===== src/rtl/i2c_reg_target_if.sv =====
// Bus-side bundle for the I2C register target: SCL/SDA levels, open-drain SDA
// enable, and the committed-write strobe port.
interface i2c_reg_target_if;
    logic       scl_in;
    logic       sda_in;
    logic       sda_oe;
    logic       wr_en;
    logic [7:0] wr_addr;
    logic [7:0] wr_data;
    logic       busy;

    modport slave (
        input  scl_in, sda_in,
        output sda_oe, wr_en, wr_addr, wr_data, busy
    );

    modport master (
        output scl_in, sda_in,
        input  sda_oe, wr_en, wr_addr, wr_data, busy
    );
endinterface


===== src/rtl/i2c_reg_target.sv =====
// I2C register-file target at a fixed 7-bit address: pointer write, data writes
// with a commit strobe, and random/sequential reads from a 256x8 register file.
module i2c_reg_target #(
    parameter logic [6:0] DEV_ADDR = 7'h37
) (
    input  logic              clk,
    input  logic              rst_n,
    i2c_reg_target_if.slave   bus
);
    localparam int unsigned RF_DEPTH = 256;
    localparam int unsigned SYNC_W   = 3;

    typedef enum logic [3:0] {
        S_IDLE, S_DEV, S_DEV_ACK, S_REG, S_REG_ACK,
        S_WR_DATA, S_WR_ACK, S_RD_DATA, S_RD_ACK, S_IGNORE
    } state_t;

    state_t              state;
    logic [SYNC_W-1:0]   scl_sync;
    logic [SYNC_W-1:0]   sda_sync;
    logic [7:0]          regfile [RF_DEPTH];
    logic [7:0]          shreg;
    logic [7:0]          rd_shreg;
    logic [7:0]          ptr;
    logic [2:0]          bit_cnt;
    logic                rw;
    logic                commit_pend;
    logic                sda_oe;
    logic                wr_en;
    logic [7:0]          wr_addr;
    logic [7:0]          wr_data;
    logic                busy;

    logic                scl, sda, scl_rise, scl_fall, start_det, stop_det, last_bit;
    logic [7:0]          rx_byte;

    // Two synchronizer flops, third flop holds the previous level for edge detect
    always_ff @(posedge clk or negedge rst_n) begin
        if (!rst_n) begin
            scl_sync <= '1;
            sda_sync <= '1;
        end else begin
            scl_sync <= {scl_sync[SYNC_W-2:0], bus.scl_in};
            sda_sync <= {sda_sync[SYNC_W-2:0], bus.sda_in};
        end
    end

    assign scl       = scl_sync[1];
    assign sda       = sda_sync[1];
    assign scl_rise  =  scl & ~scl_sync[2];
    assign scl_fall  = ~scl &  scl_sync[2];
    assign start_det =  scl &  scl_sync[2] & ~sda &  sda_sync[2];
    assign stop_det  =  scl &  scl_sync[2] &  sda & ~sda_sync[2];
    assign rx_byte   = {shreg[6:0], sda};
    assign last_bit  = (bit_cnt == 3'd7);

    always_ff @(posedge clk or negedge rst_n) begin
        if (!rst_n) begin
            state       <= S_IDLE;
            shreg       <= '0;
            rd_shreg    <= '0;
            ptr         <= '0;
            bit_cnt     <= '0;
            rw          <= 1'b0;
            commit_pend <= 1'b0;
            sda_oe      <= 1'b0;
            wr_en       <= 1'b0;
            wr_addr     <= '0;
            wr_data     <= '0;
            busy        <= 1'b0;
            for (int unsigned i = 0; i < RF_DEPTH; i++) begin
                regfile[8'(i)] <= '0;
            end
        end else begin
            wr_en <= 1'b0;

            // Commit lands one clk after the final data bit was sampled
            if (commit_pend) begin
                regfile[ptr] <= shreg;
                wr_en        <= 1'b1;
                wr_addr      <= ptr;
                wr_data      <= shreg;
                ptr          <= ptr + 8'd1;
                commit_pend  <= 1'b0;
            end

            if (stop_det) begin
                state   <= S_IDLE;
                busy    <= 1'b0;
                sda_oe  <= 1'b0;
                bit_cnt <= '0;
            end else if (start_det) begin
                state   <= S_DEV;
                busy    <= 1'b1;
                sda_oe  <= 1'b0;
                bit_cnt <= '0;
            end else begin
                case (state)
                    S_IDLE, S_IGNORE: sda_oe <= 1'b0;

                    S_DEV: begin
                        if (scl_fall) sda_oe <= 1'b0;
                        if (scl_rise) begin
                            shreg   <= rx_byte;
                            bit_cnt <= 3'(bit_cnt + 3'd1);
                            if (last_bit) begin
                                rw    <= sda;
                                state <= (rx_byte[7:1] == DEV_ADDR) ? S_DEV_ACK : S_IGNORE;
                            end
                        end
                    end

                    S_REG: begin
                        if (scl_fall) sda_oe <= 1'b0;
                        if (scl_rise) begin
                            shreg   <= rx_byte;
                            bit_cnt <= 3'(bit_cnt + 3'd1);
                            if (last_bit) begin
                                ptr   <= rx_byte;
                                state <= S_REG_ACK;
                            end
                        end
                    end

                    S_WR_DATA: begin
                        if (scl_fall) sda_oe <= 1'b0;
                        if (scl_rise) begin
                            shreg   <= rx_byte;
                            bit_cnt <= 3'(bit_cnt + 3'd1);
                            if (last_bit) begin
                                commit_pend <= 1'b1;
                                state       <= S_WR_ACK;
                            end
                        end
                    end

                    // ACK pulls on the fall after bit 8; the next state releases on the following fall
                    S_DEV_ACK: begin
                        if (scl_fall) sda_oe <= 1'b1;
                        if (scl_rise) begin
                            if (rw) begin
                                rd_shreg <= regfile[ptr];
                                state    <= S_RD_DATA;
                            end else begin
                                state    <= S_REG;
                            end
                        end
                    end

                    S_REG_ACK, S_WR_ACK: begin
                        if (scl_fall) sda_oe <= 1'b1;
                        if (scl_rise) state <= S_WR_DATA;
                    end

                    S_RD_DATA: begin
                        if (scl_fall) begin
                            sda_oe   <= ~rd_shreg[7];
                            rd_shreg <= {rd_shreg[6:0], 1'b0};
                        end
                        if (scl_rise) begin
                            bit_cnt <= 3'(bit_cnt + 3'd1);
                            if (last_bit) begin
                                ptr   <= ptr + 8'd1;
                                state <= S_RD_ACK;
                            end
                        end
                    end

                    S_RD_ACK: begin
                        if (scl_fall) sda_oe <= 1'b0;
                        if (scl_rise) begin
                            if (!sda) begin
                                rd_shreg <= regfile[ptr];
                                state    <= S_RD_DATA;
                            end else begin
                                state    <= S_IGNORE;
                            end
                        end
                    end

                    default: state <= S_IDLE;
                endcase
            end
        end
    end

    assign bus.sda_oe  = sda_oe;
    assign bus.wr_en   = wr_en;
    assign bus.wr_addr = wr_addr;
    assign bus.wr_data = wr_data;
    assign bus.busy    = busy;
endmodule


===== src/flat_wrapper.sv =====
// flat-port wrapper written by rule: the top's interface ports become plain ports
module i2c_reg_target_flat 
#(
    parameter logic [6:0] DEV_ADDR = 7'h37
)
  (clk, rst_n, bus_scl_in, bus_sda_in, bus_sda_oe, bus_wr_en, bus_wr_addr, bus_wr_data, bus_busy);
  i2c_reg_target_if bus_i ();
  input  logic clk;
  input  logic rst_n;
  input wire logic [$bits(bus_i.scl_in)-1:0] bus_scl_in;
  input wire logic [$bits(bus_i.sda_in)-1:0] bus_sda_in;
  output wire logic [$bits(bus_i.sda_oe)-1:0] bus_sda_oe;
  output wire logic [$bits(bus_i.wr_en)-1:0] bus_wr_en;
  output wire logic [$bits(bus_i.wr_addr)-1:0] bus_wr_addr;
  output wire logic [$bits(bus_i.wr_data)-1:0] bus_wr_data;
  output wire logic [$bits(bus_i.busy)-1:0] bus_busy;
  assign bus_i.scl_in = bus_scl_in;
  assign bus_i.sda_in = bus_sda_in;
  assign bus_sda_oe = bus_i.sda_oe;
  assign bus_wr_en = bus_i.wr_en;
  assign bus_wr_addr = bus_i.wr_addr;
  assign bus_wr_data = bus_i.wr_data;
  assign bus_busy = bus_i.busy;
  i2c_reg_target #(.DEV_ADDR(DEV_ADDR)) u_core (.clk(clk), .rst_n(rst_n), .bus(bus_i));
endmodule

===== config.mk =====
export PLATFORM = sky130hd
export DESIGN_NAME = i2c_reg_target_flat
export DESIGN_NICKNAME = d
export VERILOG_FILES = /design/src/rtl/i2c_reg_target_if.sv /design/src/rtl/i2c_reg_target.sv /design/src/flat_wrapper.sv
export SDC_FILE = /design/constraint.sdc
export NUM_CORES = 2
export LEC_CHECK = 0
export BUFFER_PORTS_ARGS = -buffer_cell sky130_fd_sc_hd__buf_4
export CAP_MARGIN = 15
export CORE_ASPECT_RATIO = 1.2
export CORE_MARGIN = 8
export CORE_UTILIZATION = 63
export CTS_BUF_LIST = sky130_fd_sc_hd__clkbuf_8
export DETAILED_ROUTE_END_ITERATION = 7
export GPL_ROUTABILITY_DRIVEN = 0
export MAX_ROUTING_LAYER = met4
export PLACE_DENSITY = 0.79
export SYNTH_ARGS = -nofsm -noshare
export SYNTH_HDL_FRONTEND = slang
export SYNTH_SLANG_ARGS = --single-unit

===== constraint.sdc =====
create_clock -name clk -period 4.8 [get_ports clk]
set_input_delay 0.48 -clock clk [delete_from_list [all_inputs] [get_ports clk]]
set_output_delay 0.48 -clock clk [all_outputs]
set_load 0.01 [all_outputs]

### Word level (Yosys, flattened, before mapping)

Cells that the tools add are included.

| cells by class | value |
|---|---|
| equality and inequality tests | 31 |
| add/sub/neg operators | 2 |
| magnitude comparators | 2 |
| bitwise operators | 15 |
| muxes and demuxes | 55 |
| reductions and logical operators | 19 |

Operators by type and width:

| kind | count |
|---|---|
| bitwise mux 2048 bit | 1 |
| two-way mux 8 bit | 15 |
| binary-select mux 8 bit (select 8 bit) | 1 |
| demux 8 bit (select 8 bit) | 1 |
| two-way mux 4 bit | 15 |
| != test 4 x 1 -> 1 bit (second input constant) | 14 |
| case mux 4 bit (8 select lines) | 1 |
| case mux 8 bit (3 select lines) | 1 |
| == test 4 x 3 -> 1 bit (second input constant) | 4 |
| case mux 8 bit (2 select lines) | 1 |
| two-way mux 3 bit | 5 |
| two-way mux 1 bit | 13 |
| AND reduction 12 bit | 1 |
| greater-or-equal comparator 9 bit (second input constant) | 1 |
| < comparator 9 x 1 -> 1 bit (second input constant) | 1 |
| inverter 8 -> 9 bit | 1 |
| nonzero test 3 bit | 3 |
| adder 8 x 1 -> 8 bit (second input constant) | 1 |
| == test 4 x 2 -> 1 bit (second input constant) | 2 |
| == test 4 bit (second input constant) | 2 |
| != test 2 x 1 -> 1 bit (second input constant) | 4 |
| AND reduction 4 bit | 2 |
| AND reduction 8 bit | 1 |
| OR reduction 4 bit | 2 |
| 17 further kinds | 31 |

| word-level totals | value |
|---|---|
| word-level logic and storage cells | 394 |
| register bits | 2106 |
| output and inout bits | 19 |

### Longest topological paths before layout

| depth | value |
|---|---|
| word-level depth | 7 |
| mapped depth | 12 |

### Least setup slack after synthesis

No wires, ideal clock.

| timing | value |
|---|---|
| kind | reg2reg |
| start point | register u_core.ptr[0] |
| end point | register u_core.regfile[568] (netlist name) |
| buffers on the path | 6 |
| data arrival time | 2.900 ns |
| period minus slack after synthesis | 3.025 ns |
| setup slack | 1.775 ns |
| cell stages (with the launch flop) | 12 |
| cell sequence | dfrtp_1 buf_6 buf_4 buf_6 inv_2 buf_2 buf_2 ha_1 nand3_1 clkbuf_1 nor2_1 mux2_2 |

| between the ends | value |
|---|---|
| longest elaborated chain between the ends | 6 |

Ends and longest elaborated chain:

| item | line | RTL |
|---|---|---|
| start: declaration | i2c_reg_target.sv:24 | `logic [7:0] ptr;` |
| start signal: assignment | i2c_reg_target.sv:83 | `ptr <= ptr + 8'd1;` |
| start signal: assignment | i2c_reg_target.sv:119 | `ptr <= rx_byte;` |
| start signal: assignment | i2c_reg_target.sv:163 | `ptr <= ptr + 8'd1;` |
| inverter 8 -> 9 bit (not written as such) * | i2c_reg_target.sv:79 | `regfile[ptr] <= shreg;` |
| greater-or-equal comparator 9 bit (not written as such) or < comparator 9 x 1 -> 1 bit (tied branches) | i2c_reg_target.sv:79 |  |
| logical AND 1 bit (not written as such) | i2c_reg_target.sv:79 |  |
| two-way mux 8 bit (not written as such) | i2c_reg_target.sv:79 |  |
| demux 8 bit (select 8 bit) * | i2c_reg_target.sv:79 |  |
| bitwise mux 2048 bit * | i2c_reg_target.sv:79 |  |
| end signal: indexed assignment | i2c_reg_target.sv:79 |  |
| end: declaration | i2c_reg_target.sv:21 | `logic [7:0] regfile [RF_DEPTH];` |

Mark *: on every way between the ends. The rest lies on a longest branch, timed or not.
A chain may end at the register's enable or synchronous reset.

### Worst setup path after layout

| timing | value |
|---|---|
| start point | register u_core.ptr[0] |
| end point | register u_core.rd_shreg[6] |

| between the ends | value |
|---|---|
| longest elaborated chain between the ends | 7 |

Ends and longest elaborated chain:

| item | line | RTL |
|---|---|---|
| inverter 8 -> 9 bit (not written as such) * | i2c_reg_target.sv:142, i2c_reg_target.sv:173 |  |
| binary-select mux 8 bit (select 8 bit) * | i2c_reg_target.sv:142, i2c_reg_target.sv:173 |  |
| two-way mux 8 bit (not written as such) * (2 in series) | i2c_reg_target.sv:142, i2c_reg_target.sv:173 |  |
| two-way mux 8 bit, on equally long branches | i2c_reg_target.sv:172, i2c_reg_target.sv:141 |  |
| two-way mux 8 bit, on equally long branches | i2c_reg_target.sv:171, i2c_reg_target.sv:140 |  |
| case mux 8 bit (3 select lines) * | i2c_reg_target.sv:98 | `case (state)` |
| end signal: assignment | i2c_reg_target.sv:142 | `rd_shreg <= regfile[ptr];` |
| end signal: assignment | i2c_reg_target.sv:158 | `rd_shreg <= {rd_shreg[6:0], 1'b0};` |
| end signal: assignment | i2c_reg_target.sv:173 | `rd_shreg <= regfile[ptr];` |
| end: declaration | i2c_reg_target.sv:23 | `logic [7:0] rd_shreg;` |

Mark *: on every way between the ends. The rest lies on a longest branch, timed or not. The select of a mux whose other input is x is not followed.

==> impl_results.md <==
* Leakage at 0.05068 uW
* Most area-consuming cells after synthesis: dfrtp_1 54%, mux2_2 24%, mux4_2 11%
* Remaining antenna violation count at 0
* Die height at 444.8 um
* R2r setup slk at 580 ps
* Post-Synth Adder-Cell Area at 0.07778%
* Mux share of post-synthesis cell area at 37.16%
* Largest net degree at the start of global routing at 239
* Max Clock Freq at 236.8 MHz
* Count of cell types in the netlist at 68
* Post-synth top area cell: dfrtp_1
* Worst skew pair latency at 1090 ps
* Die width at 373.3 um
* First-pass GRT wire length at 413,300 um
* Post-DP HPWL at 173,700 um
* Vias post-DR at 59.81k
* Routed wire length at 272,600 um
* Total gr overflow at 0
* Fillers at 10.05k
* Reg2reg start: u_core.ptr[0]
* CP Max Fanout at 41
* Crit end category: flip-flop
* Syn nets at 6,355
* Overall power at 34,930 uW
* FF-to-FF End: u_core.rd_shreg[6]
* Count leader, synth: dfrtp_1
* Crit path launch type: flip-flop
* Worst-path cell chain: buf_12, and2_1, nand2_1, a32oi_1, o21ai_0, o21ai_0, o211ai_1, a21o_1
* CTS root buf: clkbuf_8
* Pwr per Cell Area at 327.3 nW/um^2
* Fraction of the yosys area taken by sequential cells at 54.61%
* Reg clk slew, reported paths at 60 ps
* Sequential cell area at 52,760 um^2
* Crit path to: u_core.rd_shreg[6]
* TNS Setup at 0 ps
* FF-to-FF path depth at 8
* Simple-gate share of the synthesized area at 3.010%
* TritonCTS clock tree: yes
* Worst relative slew slack at 17.93%
* EDFF count, synth at 0
* Nets at 6,545
* Layout cell share with drive strength beyond 1 at 51.36%
* Synth Instances at 6,345
* CP delay by family, top: compound AO/OA/AOI/OAI gates
* Crit-path most repeated cell: o21ai_0
* Worst Hold Class: primary input to async pin
* Die area at 166,000 um^2
* Fin crit share at 87.99%
* Minimum clock period at 4223 ps
* DRT Pass-1 Iters at 8
* Synth cell count leaders: 2,100 x dfrtp_1, 2,086 x mux2_2, 469 x mux4_2, 309 x clkbuf_1, 191 x nor2_1
* FP Rows at 157
* Routed vias/inst at 6.816
* Critical path data arrival time at 5190 ps
* Synth Area in Compound Gates at 2.607%
* CTS Buffer Depth at 4
* Post-synth top area share at 54.44%
* WS Path Type: flip-flop to flip-flop
* Sink Count at 2,106
* CP startpoint: u_core.ptr[0]
* Slowest stage delay, CP at 930 ps
* Post-synth top flop: dfrtp_1
* # DRC at 0
* RSZ-0062 raised after global routing: false
* Critical Path RT at 5770 ps
* Vias in the first global route at 62.84k
* Outcome: finished clean
* Post-synthesis xor/xnor area fraction at 0.1270%
* Slowest-stage cell, CP: dfrtp_4
* Max-cap violations at 0
* Critical path depth at 8
* Buffers on Ports at 22
* H-tree levels at 5
* Multi-input gate area at 41,580 um^2
* Main combinational cell family by area after synthesis: multiplexers
* Yosys warnings at 0
* Initial antenna violation count at 7
* Iteration-0 DRC count of the detailed router at 5,885
* Synth-to-Final Area Change at 10.58%
* Yosys reg bits at 2,106
* Worst VDD drop at 0.0003046 V
* Synth async-reset ratio at 100.0%
* Slew @ Worst Pin at 1228 ps
* Routed WL per cell at 31.07 um
* Final setup viols at 0
* Post-Syn Area at 96,520 um^2
* Final Slew Violations at 0
* Io pins at 23
* Clock skew at 81.61 ps
* GRT Total Usage at 33.88%
* Mean area per synthesized cell at 15.21 um^2
* CTS Buf Count at 343
* Final hold vios at 0
* Core region area at 152,400 um^2
* Initial core utilization at 63.32%
* WP buf/inv at 1
## layer usage
metal | track usage [%] | vias to the layer above | part of all wire [%]
met1 | 42.31 | 32092 | 38
li1 | - | 24001 | -
met3 | 9.223 | 892 | 8.8
met5 | - | - | 0
met4 | 18.75 | 0 | 6.6
met2 | 50.71 | 2829 | 47
## worst register-to-register path, stage by stage (launching register included)
cell and delay (ps):
dfrtp_4 930, buf_12 420, and2_1 930, nand2_1 140, a32oi_1 250, o21ai_0 120
o21ai_0 620, o211ai_1 420, a21o_1 280
## layout by cell type (no fill, tap or decap), types with 9 or more instances in the layout
cell type / count
dfrtp_4: 12
a221oi_1: 15
buf_4: 276
a31oi_1: 14
o22ai_1: 28
nor2b_1: 13
nor2_2: 74
mux2_2: 2086
o21ai_0: 41
nand2_1: 189
mux2i_1: 181
diode_2: 16
buf_12: 48
a211oi_1: 12
nor3_1: 25
nor2_1: 188
nand3_2: 9
a21oi_1: 56
nand4_1: 18
a32oi_1: 11
clkinv_2: 26
mux4_2: 469
a22oi_1: 106
o211ai_1: 12
nand3_1: 52
nand2b_1: 9
clkbuf_8: 436
nor4_1: 10
inv_1: 118
xnor2_1: 11
and3_1: 10
dfrtp_1: 2085
## worst min-delay path by stage
| stage | to | slack (ps) |
|---|---|---|
| global route | u_core.regfile[469] | 70 |
| finish | u_core.regfile[469] | 80 |
| floorplan | u_core.bit_cnt[0] | 180 |
| detailed placement | u_core.sda_sync[1] | 350 |
| CTS | u_core.regfile[477] | 90 |
| global placement | u_core.sda_sync[1] | 350 |
## repair_timing
action | in CTS | in global routing
hold buffers | 5 | 0
endpoints found under the hold margin | 123 | 0
resized for setup | 0 | 0
setup buffers | 0 | 0
## per-stage QoR
step | instance area [um^2] | hold WS (ps) | util [%] | instances | setup WS, ps
after global routing | 106700 | 73.06 | 70.01 | 8770 | 538.6
after detailed placement | 99930 | 347.3 | 65.56 | 8172 | 783.2
final | 106700 | 84.91 | 70.02 | 8775 | 576.7
after global placement | 99930 | 347.8 | 65.56 | 8172 | 838.1
after floorplan | 96520 | 184.4 | - | 6345 | 1775
after CTS | 106700 | 91.68 | 69.99 | 8759 | 753.1
## registers in the layout (all words and copies together) (netlist names)
| register | cells |
|---|---|
| u_core.rd_shreg | 8 |
| u_core.regfile | 2048 |
| u_core.bus.wr_en | 1 |
| u_core.scl_sync | 3 |
| u_core.commit_pend | 1 |
| u_core.shreg | 8 |
| u_core.rw | 1 |
| u_core.bus.sda_oe | 1 |
| u_core.sda_sync | 3 |
| u_core.bus.wr_addr | 8 |
| u_core.bus.busy | 1 |
| u_core.bus.wr_data | 8 |
| u_core.bit_cnt | 3 |
| u_core.ptr | 8 |
| u_core.state | 4 |
## kinds of logic (layout without fill, tap and decap cells)
group / count (synthesis) / count (layout)
mux: 2736 / 2736
flops: 2106 / 2106
simple gates: 628 / 628
xor+xnor: 14 / 14
fa+ha+maj: 6 / 6
compound gates: 359 / 359
buf+inv: 496 / 923
other cells: 0 / 16
## power breakdown
part,total (uW),switching [uW],internal [uW]
combinational,1430,1230,196
sequential,18100,328,17800
clock,15400,7080,8310
total,34900,8630,26300
## final cells by class
cell class,count,area share (%)
diodes,16,0.03751
clock inverters,146,0.6658
inverters,11,0.04103
clock buffers,436,5.622
multi-input cells,3743,38.96
well taps,1987,2.329
repair buffers,330,2.914
flip-flops and latches,2106,49.43
Power figures use the tool's default switching activity.
